[src/rtl/piso_tx_pkg.sv]
// Shared definitions for the parallel-in serial-out transmitter:
// FSM state encoding, default word width and the parity helper.
package piso_tx_pkg;

  // Default data word width in bits.
  localparam int DEFAULT_WIDTH = 8;

  // Transmitter FSM states. ST_PAR is only entered when the parity
  // feature is compiled in.
  typedef enum logic [1:0] {
    ST_IDLE  = 2'd0,
    ST_SHIFT = 2'd1,
    ST_PAR   = 2'd2
  } tx_state_t;

  // Even parity over a zero-extended word: 1 when the word holds an odd
  // number of ones, so that word plus parity bit carries an even count.
  function automatic logic even_parity(input logic [31:0] d);
    return ^d;
  endfunction

endpackage

[src/rtl/tx_bit_counter.sv]
// Bit counter for the serial transmitter. Counts 0..WIDTH-1 while enabled,
// clear has priority over enable, and tc_o flags the last bit position.
// Asynchronous active-high reset.
module tx_bit_counter #(
  parameter int WIDTH = 8
) (
  input  logic                     clk,
  input  logic                     rst,
  input  logic                     clr_i,
  input  logic                     en_i,
  output logic [$clog2(WIDTH)-1:0] cnt_o,
  output logic                     tc_o
);

  localparam int CW = $clog2(WIDTH);
  localparam logic [CW-1:0] LAST = CW'(WIDTH - 1);

  logic [CW-1:0] cnt_q;
  logic [CW-1:0] cnt_d;

  // Next count: clear wins, otherwise advance by one when enabled.
  always_comb begin
    cnt_d = cnt_q;
    if (clr_i) begin
      cnt_d = '0;
    end else if (en_i) begin
      cnt_d = cnt_q + CW'(1);
    end
  end

  // Count register.
  always_ff @(posedge clk or posedge rst) begin
    if (rst) begin
      cnt_q <= '0;
    end else begin
      cnt_q <= cnt_d;
    end
  end

  assign cnt_o = cnt_q;
  assign tc_o  = (cnt_q == LAST);

endmodule

[src/rtl/piso_serial_tx.sv]
// Parallel-in serial-out transmitter. A WIDTH-bit word is accepted on a
// load_valid/load_ready handshake and shifted out one bit per clock on sdo,
// with frame_start on the first bit and done on the final bit of a frame.
//
// Handshake: a word transfers on a rising edge where load_valid and
// load_ready are both 1. load_ready never depends on load_valid; it is 1 in
// IDLE and on the final bit of a frame (back-to-back reload), and 0 during
// reset. load_valid while load_ready=0 is ignored, never queued.
//
// Optional feature: define PARITY_BIT_EN to append one even-parity bit
// (computed at load) after the data bits; done and load_ready then move to
// that parity cycle.
module piso_serial_tx
  import piso_tx_pkg::*;
#(
  parameter int WIDTH     = DEFAULT_WIDTH,
  parameter bit LSB_FIRST = 1'b1
) (
  input  logic             clk,
  input  logic             reset,
  input  logic             load_valid,
  output logic             load_ready,
  input  logic [WIDTH-1:0] load_data,
  output logic             sdo,
  output logic             sdo_valid,
  output logic             frame_start,
  output logic             done
);

  localparam int CW = $clog2(WIDTH);

  // Bit that leaves the word first for the configured bit order.
  function automatic logic head_bit(input logic [WIDTH-1:0] v);
    return LSB_FIRST ? v[0] : v[WIDTH-1];
  endfunction

  // Word after the head bit has been sent; vacated positions fill with 0.
  function automatic logic [WIDTH-1:0] shift_out(input logic [WIDTH-1:0] v);
    return LSB_FIRST ? (v >> 1) : (v << 1);
  endfunction

  tx_state_t        state_q;
  tx_state_t        state_d;
  logic [WIDTH-1:0] shreg_q;
  logic [WIDTH-1:0] shreg_d;
  logic             sdo_q;
  logic             sdo_d;

  logic [CW-1:0]    cnt;
  logic             cnt_tc;
  logic             cnt_clr;
  logic             cnt_en;

  logic             ready_c;
  logic             sdo_valid_c;
  logic             frame_start_c;
  logic             done_c;
  logic             hs;

`ifdef PARITY_BIT_EN
  logic             par_q;
`endif

  tx_bit_counter #(
    .WIDTH (WIDTH)
  ) u_bit_counter (
    .clk   (clk),
    .rst   (reset),
    .clr_i (cnt_clr),
    .en_i  (cnt_en),
    .cnt_o (cnt),
    .tc_o  (cnt_tc)
  );

  // Ready is forced low while reset is held, without waiting for a clock.
  assign load_ready = ready_c & ~reset;
  assign hs         = load_valid & load_ready;

  // FSM next-state, datapath next values and frame strobes.
  always_comb begin
    state_d       = state_q;
    shreg_d       = shreg_q;
    sdo_d         = sdo_q;
    cnt_clr       = 1'b0;
    cnt_en        = 1'b0;
    ready_c       = 1'b0;
    sdo_valid_c   = 1'b0;
    frame_start_c = 1'b0;
    done_c        = 1'b0;

    case (state_q)
      ST_IDLE: begin
        ready_c = 1'b1;
        sdo_d   = 1'b0;
      end

      ST_SHIFT: begin
        sdo_valid_c   = 1'b1;
        frame_start_c = (cnt == '0);
        if (cnt_tc) begin
          cnt_clr = 1'b1;
`ifdef PARITY_BIT_EN
          // Data bits finished; the parity bit follows on the next cycle.
          state_d = ST_PAR;
          sdo_d   = par_q;
`else
          ready_c = 1'b1;
          done_c  = 1'b1;
          state_d = ST_IDLE;
          sdo_d   = 1'b0;
`endif
        end else begin
          cnt_en  = 1'b1;
          sdo_d   = head_bit(shreg_q);
          shreg_d = shift_out(shreg_q);
        end
      end

`ifdef PARITY_BIT_EN
      ST_PAR: begin
        sdo_valid_c = 1'b1;
        done_c      = 1'b1;
        ready_c     = 1'b1;
        state_d     = ST_IDLE;
        sdo_d       = 1'b0;
      end
`endif

      default: begin
        state_d = ST_IDLE;
        sdo_d   = 1'b0;
        shreg_d = '0;
        cnt_clr = 1'b1;
      end
    endcase

    // A handshake (from IDLE or on the final bit) starts a new frame: the
    // first bit goes straight to sdo and the remainder waits in shreg.
    if (hs) begin
      state_d = ST_SHIFT;
      sdo_d   = head_bit(load_data);
      shreg_d = shift_out(load_data);
      cnt_clr = 1'b1;
      cnt_en  = 1'b0;
    end
  end

  // FSM state register.
  always_ff @(posedge clk or posedge reset) begin
    if (reset) begin
      state_q <= ST_IDLE;
    end else begin
      state_q <= state_d;
    end
  end

  // Shift register and registered serial output.
  always_ff @(posedge clk or posedge reset) begin
    if (reset) begin
      shreg_q <= '0;
      sdo_q   <= 1'b0;
    end else begin
      shreg_q <= shreg_d;
      sdo_q   <= sdo_d;
    end
  end

`ifdef PARITY_BIT_EN
  // Parity of the captured word, latched at load time.
  always_ff @(posedge clk or posedge reset) begin
    if (reset) begin
      par_q <= 1'b0;
    end else if (hs) begin
      par_q <= even_parity(32'(load_data));
    end
  end
`endif

  assign sdo         = sdo_q;
  assign sdo_valid   = sdo_valid_c;
  assign frame_start = frame_start_c;
  assign done        = done_c;

endmodule

[config.mk]
export PLATFORM = sky130hd
export DESIGN_NAME = piso_serial_tx
export DESIGN_NICKNAME = d
export VERILOG_FILES = /design/src/rtl/piso_tx_pkg.sv /design/src/rtl/tx_bit_counter.sv /design/src/rtl/piso_serial_tx.sv
export SDC_FILE = /design/constraint.sdc
export NUM_CORES = 1
export LEC_CHECK = 0
export CORE_MARGIN = 3
export CORE_UTILIZATION = 40
export DETAILED_ROUTE_END_ITERATION = 6
export GPL_ROUTABILITY_DRIVEN = 0
export PLACE_DENSITY = 0.65
export SKIP_CTS_REPAIR_TIMING = 1
export SYNTH_ARGS = -nofsm -noshare
export SYNTH_HDL_FRONTEND = slang
export SYNTH_SLANG_ARGS = --single-unit
[constraint.sdc]
create_clock -name clk -period 3 [get_ports clk]
set_input_delay 0.3 -clock clk [delete_from_list [all_inputs] [get_ports clk]]
set_output_delay 0.3 -clock clk [all_outputs]
set_load 0.02 [all_outputs]
==> impl_metrics.json <==
{
  "max_clock_freq_ghz": 0.4333,
  "dpl.cell_count": 75,
  "h-tree-depth": 1,
  "vias": 413,
  "drtAntennaViolNets": 0,
  "max_cap_violations": 0,
  "crit_slowest_cell": "clkdlybuf4s50_1",
  "setup_viol": 0,
  "final_cells": 79,
  "wl_mm": 1.048,
  "slew_viol_final": 0,
  "hp-class": "in -> async",
  "grt_max_degree": 15,
  "hpwl_um": 827.7,
  "core-area_mm2": 0.001216,
  "wl_per_cell_um": 13.27,
  "fin_ws_ps": 691.9,
  "drc": 0,
  "die_area_mm2": 0.001912,
  "synth_cell_types": 15,
  "final_util_pct": 62.04,
  "required_ps": 2700,
  "cts-buffers-inserted": 3,
  "netlist_area_um2": 569.3,
  "tightest_slew_ps": 538.2,
  "synth_seq_area_share_pct": 52.75,
  "cts-root-buf": "clkbuf_4",
  "areaGrowthSynthToFinish_pct": 32.53,
  "ys_warn_count": 0,
  "portBuffers": 15,
  "criticalPathCategory": "reg -> out",
  "grt_pass1_wl_mm": 1.794,
  "wl_met1_um": 464,
  "p_leak_uw": 0.0003613,
  "syn_avg_cell_area_um2": 11.86,
  "final_cell_mix": "15 x clkdlybuf4s50_1, 12 x dfrtp_1, 7 x and2_1",
  "status": "finished, final reports clean",
  "wl_met3_um": 69,
  "diodes": 0,
  "first_pass_iters": 4,
  "final_nets": 80,
  "hold_violations": 0,
  "finClkSkew_ps": 4.681,
  "cts_sinks": 12,
  "antenna_found_initial": 0,
  "path_clk_slew_ps": 70,
  "die_h_um": 43.73,
  "place_ws_ps": 994.8,
  "reg2reg_setup_slack_ps": 1190,
  "crit_top_cell": "ha_1",
  "dr.max_layer_used": "met3",
  "synth_seq_cells": 12,
  "period_needed_ps": 2308,
  "crit_family": "buffers and inverters",
  "mostFrequentLayoutCell": "clkdlybuf4s50_1",
  "cts.path.max_buffers": 2,
  "grt_util_all_layers_pct": 12.72,
  "viasPerCell": 5.228,
  "wl_met2_um": 514,
  "cp_max_fo": 14,
  "slew_headroom_pct": 64.05,
  "cp.arrival_ps": 2010,
  "rows": 12,
  "ir_worst_vdd_mv": 0.5951,
  "grt.overflow.total": 0,
  "syn_inst": 48,
  "grt_pass1_vias": 419,
  "end_kind": "output pin",
  "pin_count": 16,
  "clock_latency_ps": 260,
  "die_w_um": 43.73,
  "path_cells": "ha_1 -> ha_1 -> and2b_4 -> nor2_1 -> clkdlybuf4s50_1",
  "final.setup.tns_ps": 0,
  "tritoncts": "done",
  "slowest_delay_ps": 530,
  "worst-path-buf-inv": 1,
  "p_per_area_mw_per_mm2": 971.8,
  "synth_nets": 62,
  "drt_iter0_markers": 8,
  "startpoint_type": "flip-flop",
  "initial_core_util_pct": 46.81,
  "period_share_pct": 76.94,
  "rsz0062_at_grt": "false",
  "drive_gt1_share_pct": 9.231
}
[logic make-up after synthesis]
family | synth area share, %
AND/OR/NAND/NOR | 16.26
flip-flops | 52.75
AO/OA/AOI/OAI | 16.49
buffers and inverters | 5.934
adder cells (fa/ha/maj) | 6.594
multiplexers | 1.978
[cell usage after synthesis]
master,instances,area (um^2)
dfrtp_1,12,300.3
and2_1,7,43.79
a221o_1,6,60.06
inv_1,4,15.01
nor2_1,4,15.01
a22o_1,3,26.28
ha_1,3,37.54
nor2b_1,2,12.51
a21o_1,1,7.510
and2b_4,1,10.01
buf_4,1,7.510
buf_6,1,11.26
mux2_2,1,11.26
nand2_1,1,3.750
nor3b_1,1,7.510
[registers in the layout, indices dropped and copies added (netlist names)]
register and count:
sdo 1, shreg_q 7, state_q 1, u_bit_counter.cnt_o 3
[per-layer routing]
layer	track usage, %	vias to the layer above
li1	-	204
met1	15.84	193
met2	20.35	16
met3	3.734	0
met4	5.422	0
met5	0	-
[path summary, 6_finish.rpt]
path | cells past startpoint | to | startpoint
max | 5 | load_ready | u_bit_counter.cnt_o[0]
min | 2 | shreg_q[3] | reset
max reg2reg | 5 | shreg_q[0] | u_bit_counter.cnt_o[0]
min reg2reg | 1 | shreg_q[3] | shreg_q[3]
max in group asynchronous | 2 | u_bit_counter.cnt_o[1] | reset
min in group clk | 1 | shreg_q[3] | shreg_q[3]
[power by group]
part / switching, uW / internal [uW]
registers: 45.9 / 229
logic: 160 / 176
clock network: 48.6 / 73.6
total: 254 / 479
[stage by stage]
stage                     hold slack, ps  instance area, um^2  power [uW]
after floorplan                    164.7                569.3       510.0
after global placement             489.0                718.2       587.8
after detailed placement           493.3                718.2       614.7
after CTS                          394.7                754.5       743.6
after global routing               424.4                754.5       800.1
final                              388.8                754.5       733.2
[worst reg2reg max path: stages, from the launching register on]
cell	delay [ps]
dfrtp_1	410
ha_1	220
ha_1	190
and2b_4	330
nor2b_1	160
a221o_1	390
[area by class of cell]
cell class	count	area (um^2)
fill	99	461.7
inverter	4	15.01
multi-input combinational	30	235.2
clock buffer	4	36.28
sequential	12	300.3
tap	14	17.52
timing repair buffer	15	150.1
Note: power is estimated with default switching activity, not from simulation.
